`src/rtl/conv_control_if.sv`:
```
// ---------------------------------------------------------------------------
// conv_control_if
//
// Control-side bundle between conv_control and its neighbours: the x and f
// producer streams, the y consumer stream, and the memory/accumulator
// controls that go to the convolution datapath. The data buses (s_data_x,
// s_data_f, m_data_out_y) run straight to the datapath and are not part of
// this bundle.
//
// Modports:
//   master - the controller: takes the valids and the consumer ready,
//            drives the readies, m_valid_y and all datapath controls.
//   slave  - the surroundings (producers, consumer, datapath): the mirror.
//
// Signals:
//   s_valid_x / s_ready_x : x sample stream handshake
//   s_valid_f / s_ready_f : filter tap stream handshake
//   m_valid_y / m_ready_y : y result stream handshake
//   addr_x, wr_en_x       : data memory address / write enable
//   addr_f, wr_en_f       : filter memory address / write enable
//   clear_acc, en_acc     : accumulator clear (dominant) / accumulate
// ---------------------------------------------------------------------------
interface conv_control_if #(
    parameter int LG_DATA_N   = 3,
    parameter int LG_FILTER_N = 2
) ();

    logic                   s_valid_x;
    logic                   s_ready_x;
    logic                   s_valid_f;
    logic                   s_ready_f;
    logic                   m_valid_y;
    logic                   m_ready_y;
    logic [LG_DATA_N-1:0]   addr_x;
    logic                   wr_en_x;
    logic [LG_FILTER_N-1:0] addr_f;
    logic                   wr_en_f;
    logic                   clear_acc;
    logic                   en_acc;

    modport master (
        input  s_valid_x,
        input  s_valid_f,
        input  m_ready_y,
        output s_ready_x,
        output s_ready_f,
        output m_valid_y,
        output addr_x,
        output wr_en_x,
        output addr_f,
        output wr_en_f,
        output clear_acc,
        output en_acc
    );

    modport slave (
        output s_valid_x,
        output s_valid_f,
        output m_ready_y,
        input  s_ready_x,
        input  s_ready_f,
        input  m_valid_y,
        input  addr_x,
        input  wr_en_x,
        input  addr_f,
        input  wr_en_f,
        input  clear_acc,
        input  en_acc
    );

endinterface

```
`src/rtl/conv_control.sv`:
```
// ---------------------------------------------------------------------------
// conv_control
//
// Sequencer for the 1-D convolution datapath. It loads DATA_N samples of x
// and FILTER_N taps of f into the datapath memories over two independent
// valid/ready streams, then for n = 0 .. DATA_N-FILTER_N clears the
// accumulator, walks k = 0 .. FILTER_N-1 with addr_x = n+k and addr_f = k
// while en_acc is high, and finally offers the accumulated y[n] (on the
// datapath's m_data_out_y) to the consumer with m_valid_y. After the last y
// of a frame it returns to loading a fresh x and f.
//
// Ports:
//   clk   : single clock, all state updates on its rising edge
//   reset : synchronous, active-high; aborts any frame in progress
//   bus   : conv_control_if.master - stream handshakes and datapath controls
//
// Parameters:
//   DATA_N, FILTER_N       : frame length and tap count, FILTER_N <= DATA_N,
//                            both powers of two with FILTER_N >= 2
//   LG_DATA_N, LG_FILTER_N : log2 of the above (address widths)
// ---------------------------------------------------------------------------
module conv_control #(
    parameter int DATA_N      = 8,
    parameter int FILTER_N    = 4,
    parameter int LG_DATA_N   = 3,
    parameter int LG_FILTER_N = 2
) (
    input  logic          clk,
    input  logic          reset,
    conv_control_if.master bus
);

    // FSM encoding kept as plain constants for compatibility with the
    // existing netlists that probe the state register.
    localparam logic [1:0] ST_LOAD  = 2'd0;
    localparam logic [1:0] ST_CLEAR = 2'd1;
    localparam logic [1:0] ST_MAC   = 2'd2;
    localparam logic [1:0] ST_OUT   = 2'd3;

    localparam logic [LG_DATA_N:0]     XCNT_FULL = (LG_DATA_N+1)'(DATA_N);
    localparam logic [LG_DATA_N:0]     XCNT_LAST = (LG_DATA_N+1)'(DATA_N - 1);
    localparam logic [LG_FILTER_N:0]   FCNT_FULL = (LG_FILTER_N+1)'(FILTER_N);
    localparam logic [LG_FILTER_N:0]   FCNT_LAST = (LG_FILTER_N+1)'(FILTER_N - 1);
    localparam logic [LG_DATA_N-1:0]   N_LAST    = LG_DATA_N'(DATA_N - FILTER_N);
    localparam logic [LG_FILTER_N-1:0] K_LAST    = LG_FILTER_N'(FILTER_N - 1);

    logic [1:0]             state;
    logic [LG_DATA_N:0]     xcnt;   // x samples written this frame, 0..DATA_N
    logic [LG_FILTER_N:0]   fcnt;   // f taps written this frame, 0..FILTER_N
    logic [LG_DATA_N-1:0]   n;      // output index, 0..DATA_N-FILTER_N
    logic [LG_FILTER_N-1:0] k;      // tap index within one MAC pass

    // Combinational control decoded from the state and counters.
    logic                   ready_x;
    logic                   ready_f;
    logic                   wr_x;
    logic                   wr_f;
    logic [LG_DATA_N-1:0]   addr_x_c;
    logic [LG_FILTER_N-1:0] addr_f_c;
    logic                   clear_c;
    logic                   en_c;
    logic                   valid_y;

    logic                   y_hs;
    logic                   x_full_next;
    logic                   f_full_next;
    logic                   load_done;

    // -----------------------------------------------------------------------
    // Output decode
    // -----------------------------------------------------------------------
    always_comb begin
        // NOTE: every signal written here gets a default first, so no path
        // through the case statement can leave one unassigned and infer a
        // latch; this also gives the "all outputs 0 unless active" rule.
        ready_x  = 1'b0;
        ready_f  = 1'b0;
        wr_x     = 1'b0;
        wr_f     = 1'b0;
        addr_x_c = '0;
        addr_f_c = '0;
        clear_c  = 1'b0;
        en_c     = 1'b0;
        valid_y  = 1'b0;

        case (state)
            ST_LOAD: begin
                // Readies depend only on state, counters and reset, never on
                // the valids. Gating with reset keeps a producer from
                // believing a beat was taken while the frame is being
                // aborted.
                ready_x = !reset && (xcnt < XCNT_FULL);
                ready_f = !reset && (fcnt < FCNT_FULL);
                wr_x    = bus.s_valid_x && ready_x;
                wr_f    = bus.s_valid_f && ready_f;
                if (wr_x) begin
                    addr_x_c = xcnt[LG_DATA_N-1:0];
                end
                if (wr_f) begin
                    addr_f_c = fcnt[LG_FILTER_N-1:0];
                end
            end
            ST_CLEAR: begin
                clear_c = 1'b1;
            end
            ST_MAC: begin
                // n + k never exceeds DATA_N-1, so this sum cannot wrap.
                addr_x_c = n + LG_DATA_N'(k);
                addr_f_c = k;
                en_c     = 1'b1;
            end
            ST_OUT: begin
                valid_y = 1'b1;
            end
            default: ;
        endcase
    end

    // A counter is full after this edge if it already is, or if this cycle's
    // beat is its last one. Both full means the final beat lands on this edge
    // and the next cycle can already clear the accumulator.
    assign x_full_next = (xcnt == XCNT_FULL) || (wr_x && (xcnt == XCNT_LAST));
    assign f_full_next = (fcnt == FCNT_FULL) || (wr_f && (fcnt == FCNT_LAST));
    assign load_done   = x_full_next && f_full_next;

    assign y_hs = valid_y && bus.m_ready_y;

    assign bus.s_ready_x = ready_x;
    assign bus.s_ready_f = ready_f;
    assign bus.wr_en_x   = wr_x;
    assign bus.wr_en_f   = wr_f;
    assign bus.addr_x    = addr_x_c;
    assign bus.addr_f    = addr_f_c;
    assign bus.clear_acc = clear_c;
    assign bus.en_acc    = en_c;
    assign bus.m_valid_y = valid_y;

    // -----------------------------------------------------------------------
    // State and counters
    // -----------------------------------------------------------------------
    // NOTE: non-blocking assignments throughout, so every register samples
    // the pre-edge values and the order of the statements below is
    // irrelevant.
    always_ff @(posedge clk) begin
        if (reset) begin
            // NOTE: only the control state is reset. The datapath memories
            // are outside this block and keep their contents, which is why
            // the counters restart at 0 and force a complete reload.
            state <= ST_LOAD;
            xcnt  <= '0;
            fcnt  <= '0;
            n     <= '0;
            k     <= '0;
        end else begin
            case (state)
                ST_LOAD: begin
                    if (wr_x) begin
                        xcnt <= xcnt + 1'b1;
                    end
                    if (wr_f) begin
                        fcnt <= fcnt + 1'b1;
                    end
                    if (load_done) begin
                        state <= ST_CLEAR;
                    end
                end
                ST_CLEAR: begin
                    k     <= '0;
                    state <= ST_MAC;
                end
                ST_MAC: begin
                    if (k == K_LAST) begin
                        k     <= '0;
                        state <= ST_OUT;
                    end else begin
                        k <= k + 1'b1;
                    end
                end
                ST_OUT: begin
                    // Hold here, with no enables, until the consumer takes
                    // y; the accumulator therefore stays stable under
                    // backpressure.
                    if (y_hs) begin
                        if (n == N_LAST) begin
                            n     <= '0;
                            xcnt  <= '0;
                            fcnt  <= '0;
                            state <= ST_LOAD;
                        end else begin
                            n     <= n + 1'b1;
                            state <= ST_CLEAR;
                        end
                    end
                end
                default: begin
                    state <= ST_LOAD;
                end
            endcase
        end
    end

    // -----------------------------------------------------------------------
    // Protocol properties
    // -----------------------------------------------------------------------
    // A presented y is never withdrawn before the consumer takes it.
    a_y_held: assert property (@(posedge clk) disable iff (reset)
        (valid_y && !bus.m_ready_y) |=> valid_y);

    // Clear and accumulate are never requested together.
    a_clear_en_excl: assert property (@(posedge clk) disable iff (reset)
        !(clear_c && en_c));

    // The MAC walk stays inside the data memory.
    a_addr_x_range: assert property (@(posedge clk) disable iff (reset)
        (state == ST_MAC) |->
            (({1'b0, n} + (LG_DATA_N+1)'(k)) <= XCNT_LAST));

endmodule

```
`src/flat_wrapper.sv`:
```
// flat-port wrapper written by rule: the top's interface ports become plain ports
module conv_control_flat 
#(
    parameter int DATA_N      = 8,
    parameter int FILTER_N    = 4,
    parameter int LG_DATA_N   = 3,
    parameter int LG_FILTER_N = 2
)
  (clk, reset, bus_s_valid_x, bus_s_valid_f, bus_m_ready_y, bus_s_ready_x, bus_s_ready_f, bus_m_valid_y, bus_addr_x, bus_wr_en_x, bus_addr_f, bus_wr_en_f, bus_clear_acc, bus_en_acc);
  conv_control_if #(.LG_DATA_N(LG_DATA_N), .LG_FILTER_N(LG_FILTER_N)) bus_i ();
  input  logic clk;
  input  logic reset;
  input wire logic [$bits(bus_i.s_valid_x)-1:0] bus_s_valid_x;
  input wire logic [$bits(bus_i.s_valid_f)-1:0] bus_s_valid_f;
  input wire logic [$bits(bus_i.m_ready_y)-1:0] bus_m_ready_y;
  output wire logic [$bits(bus_i.s_ready_x)-1:0] bus_s_ready_x;
  output wire logic [$bits(bus_i.s_ready_f)-1:0] bus_s_ready_f;
  output wire logic [$bits(bus_i.m_valid_y)-1:0] bus_m_valid_y;
  output wire logic [$bits(bus_i.addr_x)-1:0] bus_addr_x;
  output wire logic [$bits(bus_i.wr_en_x)-1:0] bus_wr_en_x;
  output wire logic [$bits(bus_i.addr_f)-1:0] bus_addr_f;
  output wire logic [$bits(bus_i.wr_en_f)-1:0] bus_wr_en_f;
  output wire logic [$bits(bus_i.clear_acc)-1:0] bus_clear_acc;
  output wire logic [$bits(bus_i.en_acc)-1:0] bus_en_acc;
  assign bus_i.s_valid_x = bus_s_valid_x;
  assign bus_i.s_valid_f = bus_s_valid_f;
  assign bus_i.m_ready_y = bus_m_ready_y;
  assign bus_s_ready_x = bus_i.s_ready_x;
  assign bus_s_ready_f = bus_i.s_ready_f;
  assign bus_m_valid_y = bus_i.m_valid_y;
  assign bus_addr_x = bus_i.addr_x;
  assign bus_wr_en_x = bus_i.wr_en_x;
  assign bus_addr_f = bus_i.addr_f;
  assign bus_wr_en_f = bus_i.wr_en_f;
  assign bus_clear_acc = bus_i.clear_acc;
  assign bus_en_acc = bus_i.en_acc;
  conv_control #(.DATA_N(DATA_N), .FILTER_N(FILTER_N), .LG_DATA_N(LG_DATA_N), .LG_FILTER_N(LG_FILTER_N)) u_core (.clk(clk), .reset(reset), .bus(bus_i));
endmodule
```
`config.mk`:
```
export PLATFORM = sky130hd
export DESIGN_NAME = conv_control_flat
export DESIGN_NICKNAME = d
export VERILOG_FILES = /design/src/rtl/conv_control_if.sv /design/src/rtl/conv_control.sv /design/src/flat_wrapper.sv
export SDC_FILE = /design/constraint.sdc
export NUM_CORES = 1
export LEC_CHECK = 0
export ABC_AREA = 1
export CAP_MARGIN = 20
export CORE_MARGIN = 2
export CORE_UTILIZATION = 55
export DETAILED_ROUTE_END_ITERATION = 6
export PLACE_DENSITY = 0.83
export SYNTH_ARGS = -nofsm -noshare
export SYNTH_HDL_FRONTEND = slang
export SYNTH_SLANG_ARGS = --single-unit
```
`constraint.sdc`:
```
create_clock -name clk -period 2.5 [get_ports clk]
set_clock_uncertainty 0.2 [all_clocks]
set_input_delay 0.5 -clock clk [delete_from_list [all_inputs] [get_ports clk]]
set_output_delay 0.5 -clock clk [all_outputs]
set_load 0.02 [all_outputs]
```
==> out/metrics.cfg <==
[setup_path]
start_kind=flip-flop
worst-path-buf-inv=1
path_class=reg -> out
crit_family=adder cells
cp.depth=5
crit_chain=ha_1 -> fa_1 -> xnor2_1 -> o22ai_1 -> buf_2
crit_end=bus_addr_x[2]
crit_fanout=2
cp.required_ns=1.80
arrival_ns=1.70
reg2reg_from=u_core.state[1]
slowest_stage=fa_1
r2r_cells=10
max_stage_delay_ns=0.37
r2r_end=u_core.xcnt[3]
rrSetupSlack_ns=0.65
worstSetupStartpoint=u_core.k[0]
end_kind=primary output

[placed_design]
numPortBuffers=16
dpl.cell_count=187
hpwl_um=1790
routabilityCongestion=0.891

[pwr]
pwr-share-clk_pct=19.1
p_per_area_nw_per_um2=689
swShare_pct=40.2
internal_power_w=0.000521
p_leak_nw=0.615
power.net_switching_w=0.000349
seqPwrFrac_pct=33.8
p_comb_share_pct=47.1
ir_drop_v=0.000546

[die]
initial_core_util_pct=57.5
core_um2=1710
die_y_um=46.3
rows=15
io_pins=17
die_w_um=46.3
die_area_um2=2140

[synthesis]
synth_warnings=0
synth.yosys.seq_area_share_pct=28.5
ys_ff_latch=14
yosys-top-cells-area=dfxtp_1 29%, ha_1 17%, inv_1 8.4%
syn-num-nets=155
synth.distinct_cells=24
yosys.area.top_type=dfxtp_1
netlist_area_um2=982
postSynthAreaPerCell_um2=7.22
synth_cells=136
netlist.area_leader.share_pct=28.5

[final_layout]
final_common_cell=inv_1
layout_common_cells=22 x inv_1, 20 x nand2_1, 14 x o21ai_0, 14 x dfxtp_1, 13 x nor2_1
finish.utilization_pct=73.9
layout.cells.non_filler=191
num_antenna_cells=0
syn_to_final_growth_pct=28.5
nets=186
regArea_um2=280
fillerInstances=148
layout-drive-gt1-share_pct=19.3
multi_input_area_um2=602

[global_route]
grt_start_max_net_pins=9
antenna_found_initial=0
grt_pass1_vias=908
grt_pass1_wl_um=3880
overflow=0
grt_usage_pct=25.8

[sta]
rsz0062_at_grt=no
tightest_slew_ns=0.338
fin_crit_ns=2.40
fin_tns_setup_ns=0
post-route-period-util_pct=96.0
clock.fmax_mhz=417
finalHoldViolCount=0
drv_slew=0
relSlewSlack_pct=77.3
finalSetupViolations=0

[detailed_routing]
firstDrtPassIters=4
detail_route.wl_per_cell_um=12.1
via_per_inst=5.25
final_antenna_net_count=0
vias=1002
drc_errors=0
drt_iter0_markers=48
wl_um=2320

[cts]
root_buffer=clkbuf_4
cts_tree=built
cts_buffers=3
clk_latency_ns=0.29
ctsHoldBuffers=0
htree_levels=1
path_clk_slew_ns=0.09
clockBufferDepth=2
cts_sinks=14

[worst_hold_path]
worstHoldPathCells=1
min_path_type=reg -> reg

[outcome]
status=finished, final reports clean

[job]
cap_violations=0

## layer usage
layer	GRT usage [%]	vias to the layer above	part of all wire [%]
met5	0	-	0
met4	10.3	0	1.6
met3	4.71	5	5.6
met2	41.7	37	48
met1	33.7	458	44
li1	-	502	-
## cells by family after synthesis
logic type / share of synthesized area [%]
simple gates: 24.2
flops: 28.5
buf+inv: 10.4
fa+ha+maj: 18.6
xor+xnor: 0.892
compound gates: 17.3
## worst min path at each step
stage / startpoint / to / slack (ns)
after detailed placement: u_core.fcnt[0] / u_core.fcnt[0] / 0.26
after global routing: u_core.fcnt[0] / u_core.fcnt[0] / 0.31
after global placement: u_core.fcnt[0] / u_core.fcnt[0] / 0.26
after floorplan: u_core.fcnt[0] / u_core.fcnt[0] / 0.23
final: u_core.fcnt[0] / u_core.fcnt[0] / 0.29
after CTS: u_core.fcnt[0] / u_core.fcnt[0] / 0.28
## power by group through the flow
| stage | logic, W | registers, W | clock network [W] |
|---|---|---|---|
| final | 0.000410 | 0.000294 | 0.000166 |
| after global routing | 0.000459 | 0.000300 | 0.000179 |
| after CTS | 0.000410 | 0.000294 | 0.000175 |
| after detailed placement | 0.000420 | 0.000299 | 0 |
| after global placement | 0.000409 | 0.000297 | 0 |
| after floorplan | 0.000257 | 0.000296 | 0 |
## cells in the mapped netlist
library cell  count
o22ai_1           2
nand2_4           1
dfxtp_1          14
fa_1              1
inv_1            22
or2_2             1
ha_1             13
buf_6             1
a211oi_1          1
nor2_2            2
o21bai_2          1
nand4_1           2
o21ai_2           1
nand2_2           3
nor2_1           13
and2_2            1
nand3_1           8
nand2_1          20
o21ai_0          14
xnor2_1           1
a21oi_1           9
inv_6             1
nor3_1            1
o21ai_1           3
## metrics by stage
stage | hold WS, ns | setup WS [ns] | area, um2 | total power, W
after floorplan | 0.235 | 0.158 | 982 | 0.000553
after global placement | 0.256 | -0.301 | 1240 | 0.000706
after detailed placement | 0.265 | -0.349 | 1240 | 0.000718
after CTS | 0.281 | 0.00724 | 1270 | 0.000878
after global routing | 0.313 | 0.0224 | 1260 | 0.000938
final | 0.286 | 0.101 | 1260 | 0.000870
## area by class of cell
class / count / area share [%]
sequential: 14 / 22.2
tap: 25 / 2.48
timing repair buffer: 27 / 17.5
inverter: 23 / 7.23
multi-input combinational: 98 / 47.7
clock buffer: 4 / 2.87
## state kept, by name, indices dropped and copies added, names as in the netlist
register,cells
u_core.fcnt,3
u_core.k,2
u_core.n,3
u_core.state,2
u_core.xcnt,4
## what timing repair did
action,CTS,global route
setup endpoints to repair,9,6
resized for setup,24,4
buffers inserted,0,0
Note: power is estimated with default switching activity, not from simulation.
==> variant, RTL diff (same flow settings) <==
`LG_FILTER_N` is set to 2 in 3 places; all go to 1.
--- a/src/rtl/conv_control_if.sv
+++ b/src/rtl/conv_control_if.sv
@@ -22,7 +22,7 @@
 // ---------------------------------------------------------------------------
 interface conv_control_if #(
     parameter int LG_DATA_N   = 3,
-    parameter int LG_FILTER_N = 2
+    parameter int LG_FILTER_N = 1
 ) ();
 
     logic                   s_valid_x;
--- a/src/rtl/conv_control.sv
+++ b/src/rtl/conv_control.sv
@@ -23,7 +23,7 @@
     parameter int DATA_N      = 8,
     parameter int FILTER_N    = 4,
     parameter int LG_DATA_N   = 3,
-    parameter int LG_FILTER_N = 2
+    parameter int LG_FILTER_N = 1
 ) (
     input  logic          clk,
     input  logic          reset,
--- a/src/flat_wrapper.sv
+++ b/src/flat_wrapper.sv
@@ -4,7 +4,7 @@
     parameter int DATA_N      = 8,
     parameter int FILTER_N    = 4,
     parameter int LG_DATA_N   = 3,
-    parameter int LG_FILTER_N = 2
+    parameter int LG_FILTER_N = 1
 )
   (clk, reset, bus_s_valid_x, bus_s_valid_f, bus_m_ready_y, bus_s_ready_x, bus_s_ready_f, bus_m_valid_y, bus_addr_x, bus_wr_en_x, bus_addr_f, bus_wr_en_f, bus_clear_acc, bus_en_acc);
   conv_control_if #(.LG_DATA_N(LG_DATA_N), .LG_FILTER_N(LG_FILTER_N)) bus_i ();
Interface: changed (resized bus_addr_f); port bits go from 17 to 16. The function was not compared with the original's and may differ.
==> variant against the original RTL <==
Total power increased by 1.7%; sequential cell count decreased by 4; area after synthesis decreased by 21%; routed wire length shrank 28%; non-clock buffer count decreased by 12; clock power shrank 9%; setup slack got worse by 3.4 ps; die area decreased by 20%; cell area fell by 23%; largest power group unchanged; global-route usage shrank 5.0 points.
==> variant: results (changes against the original RTL) <==
* Largest net degree at the start of global routing at 8 (was 9)
* CP Max Fanout at 4 (was 2)
* CTS root buf: clkbuf_4 (unchanged)
* Max clock buf depth at 2 (unchanged)
* Switch Pwr at 0.394 mW (was 0.349 mW)
* Worst r2r dst: u_core.xcnt[3] (unchanged)
* Mean number of vias per cell at 5.22 (was 5.25)
* Ys async rst share at 0% (unchanged)
* Worst Hold End: u_core.n[2] (was u_core.fcnt[0])
* Final WL at 1.68 mm (was 2.32 mm)
* GRT Util Overall at 20.9% (was 25.8%)
* Hpwl dp at 1.24 mm (was 1.79 mm)
* Iter 0 DRT Violations at 18 (was 48)
* Worst hold margin at 307 ps (was 286 ps)
* R2r startpoint: u_core.state[0] (was u_core.state[1])
* Post-synthesis sequential area ratio at 25.9% (was 28.5%)
* HP Start: u_core.n[2] (was u_core.fcnt[0])
* Ys flop type: dfxtp_1 (unchanged)
* Post-CTS setup buffer count at 0 (unchanged)
* Tightest Hold Check Type: reg2reg (unchanged)
* R2R Setup Slk at 790 ps (was 650 ps)
* FILL cells at 105 (was 148)
* Net count, final at 145 (was 186)
* Inserted Clock Buffers at 3 (unchanged)
* Port Buffers at 12 (was 16)
* Clk_lat worst skew at 270 ps (was 290 ps)
* Clk slew on worst S/H paths at 70 ps (was 90 ps)
* Run status: finished clean (unchanged)
* Worst VDD drop at 435 uV (was 546 uV)
* Grt total ovfl at 0 (unchanged)
* Share of layout cells above drive strength 1 at 18.8% (was 19.3%)
* Initial antenna violation count at 0 (unchanged)
* # diodes at 0 (unchanged)
* P_leak at 0.486 nW (was 0.615 nW)
* Biggest regs: u_core.xcnt x4, u_core.n x3, u_core.state x2 (was u_core.xcnt x4, u_core.fcnt x3, u_core.n x3)
* FF-to-FF path depth at 10 (unchanged)
* Vias in the first global route at 666 (was 908)
* Top cells by count, synth: inv_1, nand2_1, ha_1, dfxtp_1, a21oi_1 (was inv_1, nand2_1, dfxtp_1, o21ai_0)
* Detailed Routing Iterations Pass 1 at 4 (unchanged)
* Synth top area cells: dfxtp_1, ha_1, inv_1 (unchanged)
* First-pass GRT wire length at 2.74 mm (was 3.88 mm)
* Final RePlAce weighted congestion at 0.818 (was 0.891)
* # H-tree levels at 1 (unchanged)
* Arr. time, crit path at 1700 ps (about the same)
* Synth warn at 0 (unchanged)
* Hold depth at 2 (was 1)
* Synth cell types at 23 (was 24)
-- variant: cell types whose count changed after synthesis, moves of 2 or more --
cell	unedited run	this run
o21ai_0	14	6
nand2_4	1	3
buf_4	0	2
inv_1	22	19
o21ai_1	3	1
dfxtp_1	14	10
nand4_1	2	0
nand2_1	20	18
nor3_1	1	3
inv_2	0	3
ha_1	13	11
nor2_1	13	6
-- variant: kinds of logic (layout without fill, tap and decap cells) --
kind of cell / after synthesis / in the layout / share of synthesized area [%]
AO/OA/AOI/OAI: 20 / 20 / 14.7
buffers and inverters: 25 / 42 / 13.1
adder cells (fa/ha/maj): 11 / 11 / 17.8
AND/OR/NAND/NOR: 42 / 42 / 26.9
XOR/XNOR: 1 / 1 / 1.13
flip-flops: 10 / 10 / 25.9
other: 1 / 2 / 0.485
-- variant: layer usage --
metal  part of all wire, %  GRT usage, %  wire [um]  vias up
li1                      -             -          -      380
met1                    41          23.5        695      333
met2                    47          33.8        797       25
met3                   6.2          4.78        105        9
met4                   4.9          16.1         82        0
met5                     0             0          0        -
-- variant: worst max path at each step --
stage / start / endpoint / slack (ps) / cells past startpoint
finish: reset / bus_addr_x[2] / 100 / 5
global route: u_core.state[0] / bus_addr_x[2] / -2 / 7
detailed placement: reset / bus_wr_en_x / -180 / 6
floorplan: u_core.state[0] / bus_addr_x[0] / 510 / 6
CTS: u_core.state[0] / bus_addr_f / 30 / 5
global placement: reset / bus_addr_x[2] / -190 / 5
-- variant: power by group through the flow --
stage	combinational (mW)	clock, mW	sequential [mW]
after floorplan	0.360	0	0.220
after global placement	0.483	0	0.226
after detailed placement	0.497	0	0.227
after CTS	0.492	0.152	0.225
after global routing	0.559	0.162	0.236
final	0.504	0.151	0.230
-- variant: area by class of cell --
cell class | instances | area share [%]
Multi-Input combinational cell | 76 | 49.7
Sequential cell | 10 | 21.2
Timing Repair Buffer | 15 | 14.5
Inverter | 23 | 8.93
Clock buffer | 4 | 3.75
Tap cell | 15 | 1.94
-- variant: repair_timing --
action | CTS | global route
pin swaps | 0 | 0
setup endpoints to repair | 5 | 5
gates resized for setup | 6 | 6
-- variant: critical path, stage by stage --
cell and delay (ps):
clkdlybuf4s50_1 450, nor2_2 160, nand2_4 80, o22ai_1 180, clkdlybuf4s15_1 330
-- variant: metrics by stage --
stage / power (mW) / TNS (ps) / instance area [um^2] / worst slack [ps] / cells
floorplan: 0.579 / 0 / 777 / 505 / 111
CTS: 0.869 / 0 / 955 / 34.3 / 143
detailed placement: 0.724 / -842 / 923 / -185 / 139
finish: 0.885 / 0 / 967 / 97.5 / 143
global route: 0.957 / -1.60 / 967 / -1.60 / 143
global placement: 0.709 / -797 / 923 / -187 / 139
